==> config.mk <==
export PLATFORM = sky130hd
export DESIGN_NAME = column_frame_strobe_ctrl
export DESIGN_NICKNAME = d
export VERILOG_FILES = /design/src/rtl/frame_cfg_pkg.sv /design/src/rtl/frame_onehot_dec.sv /design/src/rtl/column_frame_strobe_ctrl.sv
export SDC_FILE = /design/constraint.sdc
export NUM_CORES = 1
export LEC_CHECK = 0
export ABC_AREA = 0
export BUFFER_PORTS_ARGS = -buffer_cell sky130_fd_sc_hd__buf_2
export CAP_MARGIN = 20
export CORE_MARGIN = 4
export CORE_UTILIZATION = 37
export CTS_CLUSTER_DIAMETER = 50
export CTS_CLUSTER_SIZE = 12
export DETAILED_ROUTE_END_ITERATION = 10
export HOLD_SLACK_MARGIN = 0.15
export PLACE_DENSITY_LB_ADDON = 0.2
export SLEW_MARGIN = 10
export SYNTH_ARGS = -nofsm -noshare
export SYNTH_HDL_FRONTEND = slang
export SYNTH_SLANG_ARGS = --single-unit
==> constraint.sdc <==
create_clock -name CLK -period 2.22 [get_ports CLK]
set_clock_uncertainty 0.15 [all_clocks]
set_input_delay 0.222 -clock CLK [delete_from_list [all_inputs] [get_ports CLK]]
set_output_delay 0.222 -clock CLK [all_outputs]
set_load 0.01 [all_outputs]
==> src/rtl/frame_cfg_pkg.sv <==
// Shared configuration for the column frame strobe controller.
// Holds the FSM state type, the default timing constants and a small helper.
package frame_cfg_pkg;

    typedef enum logic [1:0] {
        IDLE   = 2'd0,
        SETUP  = 2'd1,
        STROBE = 2'd2,
        HOLD   = 2'd3
    } frame_state_e;

    localparam int DEF_MAX_FRAMES     = 20;
    localparam int DEF_FRAME_BITS     = 32;
    localparam int DEF_COL_W          = 5;
    localparam int DEF_SETUP_CYCLES   = 1;
    localparam int DEF_STROBE_CYCLES  = 2;
    localparam int DEF_HOLD_CYCLES    = 1;
    localparam int FRAME_IDX_W        = 5;

    function automatic int max3(input int a, input int b, input int c);
        int m;
        m = a;
        if (b > m) begin
            m = b;
        end else begin
            m = m;
        end
        if (c > m) begin
            m = c;
        end else begin
            m = m;
        end
        return m;
    endfunction

endpackage

==> src/rtl/frame_onehot_dec.sv <==
// Combinational frame-index to one-hot strobe decode.
// Indices at or beyond N produce an all-zero vector.
module frame_onehot_dec
    import frame_cfg_pkg::*;
#(
    parameter int N     = DEF_MAX_FRAMES,
    parameter int IDX_W = FRAME_IDX_W
) (
    input  logic [IDX_W-1:0] idx_i,
    output logic [N-1:0]     onehot_o
);

    // One bit per frame slot, set only where the slot matches the index.
    always_comb begin
        onehot_o = '0;
        for (int i = 0; i < N; i++) begin
            onehot_o[i] = (idx_i == IDX_W'(i));
        end
    end

endmodule

==> src/rtl/column_frame_strobe_ctrl.sv <==
// Per-column configuration frame writer: latches frame data, then issues a
// timed one-hot strobe (setup / strobe / hold) into the column bottom tile.
module column_frame_strobe_ctrl
    import frame_cfg_pkg::*;
#(
    parameter int MaxFramesPerCol = DEF_MAX_FRAMES,
    parameter int FrameBitsPerRow = DEF_FRAME_BITS,
    parameter int ColumnID        = 0,
    parameter int COL_W           = DEF_COL_W,
    parameter int SETUP_CYCLES    = DEF_SETUP_CYCLES,
    parameter int STROBE_CYCLES   = DEF_STROBE_CYCLES,
    parameter int HOLD_CYCLES     = DEF_HOLD_CYCLES
) (
    input  logic                       CLK,
    input  logic                       resetn,
    input  logic                       req_valid,
    output logic                       req_ready,
    input  logic [COL_W-1:0]           req_col,
    input  logic [4:0]                 req_frame,
    input  logic [FrameBitsPerRow-1:0] req_data,
    output logic [FrameBitsPerRow-1:0] FrameData,
    output logic [MaxFramesPerCol-1:0] FrameStrobe,
    output logic                       busy,
    output logic                       err_frame_range,
    input  logic                       err_clr,
    output logic [15:0]                frames_written
);

    localparam int MAX_CYC = max3(SETUP_CYCLES, STROBE_CYCLES, HOLD_CYCLES);
    localparam int CNT_W   = (MAX_CYC > 1) ? $clog2(MAX_CYC) : 1;

    localparam bit HAS_SETUP = (SETUP_CYCLES > 0);
    localparam bit HAS_HOLD  = (HOLD_CYCLES > 0);

    // Counter holds "cycles remaining minus one" for the current phase.
    localparam logic [CNT_W-1:0] SETUP_LOAD  = CNT_W'(HAS_SETUP ? SETUP_CYCLES - 1 : 0);
    localparam logic [CNT_W-1:0] STROBE_LOAD = CNT_W'(STROBE_CYCLES - 1);
    localparam logic [CNT_W-1:0] HOLD_LOAD   = CNT_W'(HAS_HOLD ? HOLD_CYCLES - 1 : 0);
    localparam logic [31:0]      MAX_FRAMES_U = 32'(MaxFramesPerCol);

    frame_state_e               state_q, state_d;
    logic [CNT_W-1:0]           cnt_q, cnt_d;
    logic [4:0]                 frame_idx_q, frame_idx_d;
    logic [FrameBitsPerRow-1:0] frame_data_q, frame_data_d;
    logic [MaxFramesPerCol-1:0] strobe_q, strobe_d;
    logic [15:0]                frames_written_q, frames_written_d;
    logic                       err_q, err_d;

    logic                       accept_s;
    logic                       col_match_s;
    logic                       range_bad_s;
    logic                       range_err_s;
    logic [MaxFramesPerCol-1:0] onehot_s;

    assign accept_s    = req_valid && (state_q == IDLE);
    assign col_match_s = (req_col == COL_W'(ColumnID));
    assign range_bad_s = ({27'd0, req_frame} >= MAX_FRAMES_U);
    assign range_err_s = accept_s && col_match_s && range_bad_s;

    // Decode the index that will be live next cycle so the strobe can be registered.
    frame_onehot_dec #(
        .N     (MaxFramesPerCol),
        .IDX_W (5)
    ) u_dec (
        .idx_i    (frame_idx_d),
        .onehot_o (onehot_s)
    );

    // Next-state, phase timer, data latch, strobe, counter and error flag.
    always_comb begin
        state_d          = state_q;
        cnt_d            = cnt_q;
        frame_idx_d      = frame_idx_q;
        frame_data_d     = frame_data_q;
        frames_written_d = frames_written_q;
        err_d            = range_err_s | (err_q & ~err_clr);

        case (state_q)
            IDLE: begin
                if (accept_s && col_match_s && !range_bad_s) begin
                    frame_data_d = req_data;
                    frame_idx_d  = req_frame;
                    if (HAS_SETUP) begin
                        state_d = SETUP;
                        cnt_d   = SETUP_LOAD;
                    end else begin
                        state_d = STROBE;
                        cnt_d   = STROBE_LOAD;
                    end
                end else begin
                    state_d = IDLE;
                end
            end
            SETUP: begin
                if (cnt_q == '0) begin
                    state_d = STROBE;
                    cnt_d   = STROBE_LOAD;
                end else begin
                    cnt_d = cnt_q - CNT_W'(1);
                end
            end
            STROBE: begin
                if (cnt_q == '0) begin
                    frames_written_d = frames_written_q + 16'd1;
                    if (HAS_HOLD) begin
                        state_d = HOLD;
                        cnt_d   = HOLD_LOAD;
                    end else begin
                        state_d = IDLE;
                    end
                end else begin
                    cnt_d = cnt_q - CNT_W'(1);
                end
            end
            HOLD: begin
                if (cnt_q == '0) begin
                    state_d = IDLE;
                end else begin
                    cnt_d = cnt_q - CNT_W'(1);
                end
            end
            default: begin
                state_d = IDLE;
                cnt_d   = '0;
            end
        endcase

        if (state_d == STROBE) begin
            strobe_d = onehot_s;
        end else begin
            strobe_d = '0;
        end
    end

    // State and output registers; reset drops any strobe in flight immediately.
    always_ff @(posedge CLK or negedge resetn) begin
        if (!resetn) begin
            state_q          <= IDLE;
            cnt_q            <= '0;
            frame_idx_q      <= 5'd0;
            frame_data_q     <= '0;
            strobe_q         <= '0;
            frames_written_q <= 16'd0;
            err_q            <= 1'b0;
        end else begin
            state_q          <= state_d;
            cnt_q            <= cnt_d;
            frame_idx_q      <= frame_idx_d;
            frame_data_q     <= frame_data_d;
            strobe_q         <= strobe_d;
            frames_written_q <= frames_written_d;
            err_q            <= err_d;
        end
    end

    assign req_ready       = (state_q == IDLE);
    assign busy            = (state_q != IDLE);
    assign FrameData       = frame_data_q;
    assign FrameStrobe     = strobe_q;
    assign err_frame_range = err_q;
    assign frames_written  = frames_written_q;

endmodule

# Word level (Yosys, flattened, before mapping)
# Cells that the tools add are included.
word_totals:
  regBits: 77
  inputBits: 46
  out_inout_bits: 71
  wordCells: 62
op_classes:
  n_addsub: 2
  order_cmp: 1
  eq_ne: 24
  muxes: 12
  n_bitwise: 4
  reduce_logical: 12
ops:
  columns: ["op", "count"]
  rows:
  - ["== test 5 x 4 -> 1 bit, second input constant", 8]
  - ["== test 5 x 3 -> 1 bit, second input constant", 4]
  - ["== test 5 bit, second input constant", 4]
  - ["two-way mux 20 bit", 1]
  - ["adder 16 x 1 -> 16 bit, second input constant", 1]
  - ["== test 5 x 2 -> 1 bit, second input constant", 2]
  - ["logical NOT 5 bit", 2]
  - ["two-way mux 5 bit", 2]
  - ["case mux 2 bit (4 select lines)", 1]
  - ["== test 2 bit, second input constant", 3]
  - ["two-way mux 2 bit", 3]
  - ["== test 5 x 1 -> 1 bit, second input constant", 1]
  - [">= comparator 5 bit, second input constant", 1]
  - ["logical AND 1 bit", 4]
  - ["two-way mux 1 bit", 4]
  - ["AND reduction 2 bit", 2]
  - ["case mux 1 bit (3 select lines)", 1]
  - ["== test 2 x 1 -> 1 bit, second input constant", 1]
  - ["logical NOT 2 bit", 1]
  - ["!= test 2 x 1 -> 1 bit, second input constant", 1]
  - ["NOT 1 bit", 2]
  - ["nonzero test 2 bit", 1]
  - ["OR reduction 2 bit", 1]
  - ["AND 1 bit", 1]
  - ["other kinds (3)", 3]

# Depth between registers and ports, before layout
depth:
  ltp_word: 8
  mapped_depth: 6
  depth_no_buf: 5

# Cells and area by module
# Synthesis repeated with hierarchy kept, for this count alone.
unflattened:
  cells_unflattened: 237
  hier_area_um2: 3099.2
modules_own_cells:
  columns: ["mod", "n_inst", "cells_per_inst", "area_each_um2", "seq_area_each_um2"]
  rows:
  - ["column_frame_strobe_ctrl", 1, 204, 2922.8, 1926.8]
  - ["frame_onehot_dec", 1, 33, 176.4, 0.0]

# Worst setup path before layout
# OpenSTA, ideal clock, no wires.
synth_timing:
  path_type: "register to register"
  start: "register state_q[0]"
  end: "register frames_written_q[13] (netlist: frames_written[13])"
  setup_ns: 0.126
  arrival_time_ns: 1.543
  required_ns: 1.944
  setup_slack_ns: 0.401
  path_stages_with_launch: 7
  path_buffers: 2
  period_less_slack_ns: 1.819
  cell_sequence: "dfrtp_1 -> buf_6 -> or3b_1 -> buf_2 -> nor4_4 -> nand4_1 -> xnor2_1"
synth_via:
  elab_chain_len: 2
synth_rtl:
  columns: ["item", "line_no", "rtl"]
  rows:
  - ["start, declared", "column_frame_strobe_ctrl.sv:41", "frame_state_e state_q, state_d;"]
  - ["start signal, assigned", "column_frame_strobe_ctrl.sv:146", "state_q <= state_d;"]
  - ["== test 2 bit", "column_frame_strobe_ctrl.sv:78", "case (state_q)"]
  - ["AND reduction 2 bit (no source line)", null, null]
  - ["end signal, assigned", "column_frame_strobe_ctrl.sv:151", "frames_written_q <= frames_written_d;"]
  - ["end, declared", "column_frame_strobe_ctrl.sv:46", "logic [15:0] frames_written_q, frames_written_d;"]
# No other way between the ends.
# A chain may end at the register's enable or synchronous reset.

# Final worst setup path
layout_timing:
  start: "input port req_col[0]"
  end: "register err_q (netlist: err_frame_range)"
layout_via:
  elab_chain_len: 4
layout_rtl:
  columns: ["item", "line_no", "rtl"]
  rows:
  - ["start, declared", "column_frame_strobe_ctrl.sv:18", "input logic [COL_W-1:0] req_col,"]
  - ["logical NOT 5 bit", "column_frame_strobe_ctrl.sv:56", "assign col_match_s = (req_col == COL_W'(ColumnID));"]
  - ["logical AND 1 bit (2 in series)", "column_frame_strobe_ctrl.sv:58", "assign range_err_s = accept_s && col_match_s && range_bad_s;"]
  - ["OR 1 bit", "column_frame_strobe_ctrl.sv:76", "err_d = range_err_s | (err_q & ~err_clr);"]
  - ["net err_d", "column_frame_strobe_ctrl.sv:47", "logic err_q, err_d;"]
  - ["end signal, assigned", "column_frame_strobe_ctrl.sv:152", "err_q <= err_d;"]
  - ["end, declared", "column_frame_strobe_ctrl.sv:47", null]
# The timed path passes the listed nets, and every way through them passes these cells.

==> metrics.md <==
| Metric | Value |
|---|---|
| Status | complete, no violations |
| Die width | 101.1 um |
| Max-Cap Viols | 0 |
| Worst path arrival time | 2.23 ns |
| Mean cell area of the mapped netlist | 13.36 um^2 |
| Post-route setup TNS | 0 ns |
| Worst hold-check path type | in2reg |
| Height of the chip | 101.1 um |
| WP depth | 5 |
| Mux cell area share after synthesis | 0.1475 |
| Routed length per instance | 13.93 um |
| Comb pwr share | 0.244 |
| Top FF cell, synth | dfrtp_1 |
| Slew @ Worst Pin | 0.9643 ns |
| Vias post-DR | 2406 |
| Power share of the sequential group | 0.471 |
| CP Max Fanout | 5 |
| Final slew viol count | 0 |
| Layout Nets | 454 |
| Antenna viol nets, final | 0 |
| H-Tree Level Count | 3 |
| Initial antenna violation count | 0 |
| Highest metal used | met4 |
| Resized cells post-CTS | 0 |
| CP required | 2.31 ns |
| Share of post-route cells with drive strength above 1 | 0.4442 |
| Dpl ws | 0.2390 ns |
| # Post-CTS Setup Buffers | 0 |
| Worst Slack Setup Final | 0.08260 ns |
| DR DRC count | 0 |
| Hold_buf cts | 44 |
| Worst path bufs/invs | 3 |
| Port Buf Inserts | 116 |
| Total GRT Usage | 0.1506 |
| Clock group share of total power | 0.286 |
| Detailed placement HPWL | 4919 um |
| Iteration-0 DRC Markers | 90 |
| R2r worst-path depth | 5 |
| CTS tree | yes |
| Peak supply drop | 0.4952 mV |
| Detailed Routing Iterations Pass 1 | 4 |
| R2R Path Start | state_q[1] |
| Clock Pin Slew Worst Setup and Hold Paths | 0.09 ns |
| GP Congestion | 0.7630 |
| WL final | 7204 um |
| Synth Net Count | 287 |
| First-pass GRT wire length | 12090 um |
| Period utilization | 0.9628 |
| Core ar. | 8341 um^2 |
| Synth Cell Area | 3207 um^2 |
| Starting Density | 0.3845 |
| Cell family with most CP delay | buffers and inverters |
| LEAKAGE | 2.350 nW |
| I/O pin count | 117 |
| Final setup viols | 0 |
| Switching power | 1.227 mW |
| Post-Synth Adder-Cell Area | 0.003902 |
| Clock buffer depth | 2 |
| Pin count of the biggest net entering global routing | 78 |
| Synthesis warning total | 0 |
| Most frequent cells in the layout | 115 x buf_2, 77 x dfrtp_1, 44 x dlygate4sd3_1 |
| CP peak stage delay | 0.59 ns |
| Crit path kind | in2reg |
| Number of global-route vias before repair | 2562 |
| Num CTS Buffers | 9 |
| Synth Instances | 240 |
| Slowest-stage cell, CP | dlygate4sd3_1 |
| Post-Route M1 WL | 3118 um |
| Total Die Area | 10220 um^2 |
| Clk Latency, worst-skew pair | 0.34 ns |
| Crit-path most repeated cell | dlygate4sd3_1 |
| Internal power | 2.627 mW |
| Placed Cells incl. Taps | 457 |
| Post-synthesis cell type count | 43 |
| N_diodes | 0 |
| Nature of the critical path startpoint | input pin |
| Switch share | 0.3184 |
| Slew HR | 0.3571 |
| Asr flop ratio synth | 1.000 |
| Met3 WL | 384 um |
| Seq/Total Area, Yosys | 0.6009 |
| Worst r2r dst | FrameStrobe[3] |
| FF-to-FF setup slack | 0.25 ns |
| Tmin final | 2.137 ns |
| CP endpoint kind | register |
| Area Overhead vs Synth | 41.86% |
| Post-synthesis xor/xnor area fraction | 0.04370 |
| Worst Setup SP | req_col[0] |
| Main combinational cell family by area after synthesis | multiplexers |
| DR vias/cell | 4.654 |
| Commonest non-fill, non-tap cell in the layout | buf_2 |
| Cell Chain, Critical Path | dlygate4sd3_1 -> buf_2 -> or4_4 -> dlygate4sd3_1 -> o32ai_1 |
| Synth Register Bits | 77 |
| RSZ-0062 raised after global routing | no |
| Cell Rows | 33 |
| CTS root buffer | clkbuf_8 |
| Simple-gate share of the synthesized area | 0.1455 |
| Met2 routed WL | 3569 um |
| Clk sinks | 77 |
| Fin. Hold Viols | 0 |
| Remaining global-route overflow | 0 |
| Synth Area in Compound Gates | 0.03433 |
| Number of flops mapped to enable cells by yosys | 0 |
| Crit path to | err_frame_range |
| FMAX | 467.9 MHz |
| Power Density | 847.3 nW/um^2 |
| Cell Count, Final, Fillers Out | 517 |
[stage by stage]
step	util	hold slack [ns]	instance area, um^2	total power [mW]
after floorplan	-	-0.2236	3207	2.397
after global placement	0.4682	0.2669	3905	2.713
after detailed placement	0.4682	0.2774	3905	2.733
after CTS	0.5455	0.1751	4549	3.916
after global routing	0.5455	0.1838	4549	4.122
final	0.5455	0.2024	4549	3.854
[kinds of logic after synthesis]
family	count (synthesis)
simple gates	78
mux	39
buf+inv	14
fa+ha+maj	1
flops	77
xor+xnor	16
compound gates	15
[cell usage after synthesis (2+ instances only)]
cell | n | share of area
xnor2_1 | 15 | 0.041
nor2_1 | 28 | 0.033
mux2_2 | 32 | 0.11
buf_6 | 2 | 0.0070
mux2_1 | 4 | 0.014
nand3_1 | 7 | 0.011
inv_1 | 5 | 0.0059
nand2b_1 | 2 | 0.0039
nand4_1 | 4 | 0.0078
o221ai_2 | 2 | 0.0094
buf_2 | 5 | 0.0078
a21oi_1 | 7 | 0.011
or3_1 | 2 | 0.0039
nand2_1 | 10 | 0.012
nor2b_1 | 6 | 0.012
mux2i_4 | 3 | 0.021
nor3_1 | 2 | 0.0031
dfrtp_1 | 77 | 0.60
and3_1 | 3 | 0.0059
[sequential cells by signal, summed over array words and instances (netlist names)]
register	count
FrameData	32
FrameStrobe	20
cnt_q	1
err_frame_range	1
frame_idx_q	5
frames_written	16
state_q	2
[layer usage]
metal  up-vias  GRT usage
met2        67     0.2404
met1      1162     0.1940
met3        13    0.03391
li1       1164          -
met5         -          0
met4         0    0.07055
[area by class of cell]
class	count	area, um^2
timing repair buffer	165	1061
clock inverter	7	80.08
tap	105	131.4
clock buffer	9	123.9
inverter	5	18.77
fill	742	3791
sequential	77	1927
multi-input combinational	149	1207
[power groups by stage]
stage	Clock [mW]	Sequential, mW	Combinational, mW
final	1.10	1.81	0.939
after global routing	1.21	1.85	1.06
after CTS	1.14	1.82	0.958
after detailed placement	0	1.84	0.890
after global placement	0	1.83	0.886
after floorplan	0	1.85	0.543
[worst min path at each step]
stage / slack (ns) / to / cells after the start / start
2_1_floorplan: -0.22 / FrameData[0] / 0 / resetn
3_3_place_gp: 0.27 / err_frame_range / 2 / err_clr
3_5_place_dp: 0.28 / err_frame_range / 2 / err_clr
4_1_cts: 0.18 / frame_idx_q[3] / 4 / req_col[1]
5_1_grt: 0.18 / err_frame_range / 3 / req_valid
6_report: 0.20 / frame_idx_q[3] / 4 / req_col[1]
[worst register-to-register path, cell delays in order, from the launching register on]
cell,delay [ns]
dfrtp_1,0.50
nor4b_4,0.40
nand3_2,0.15
buf_4,0.25
mux2_2,0.34
nor2_1,0.11
No activity file was read; power rests on OpenSTA's default activity.
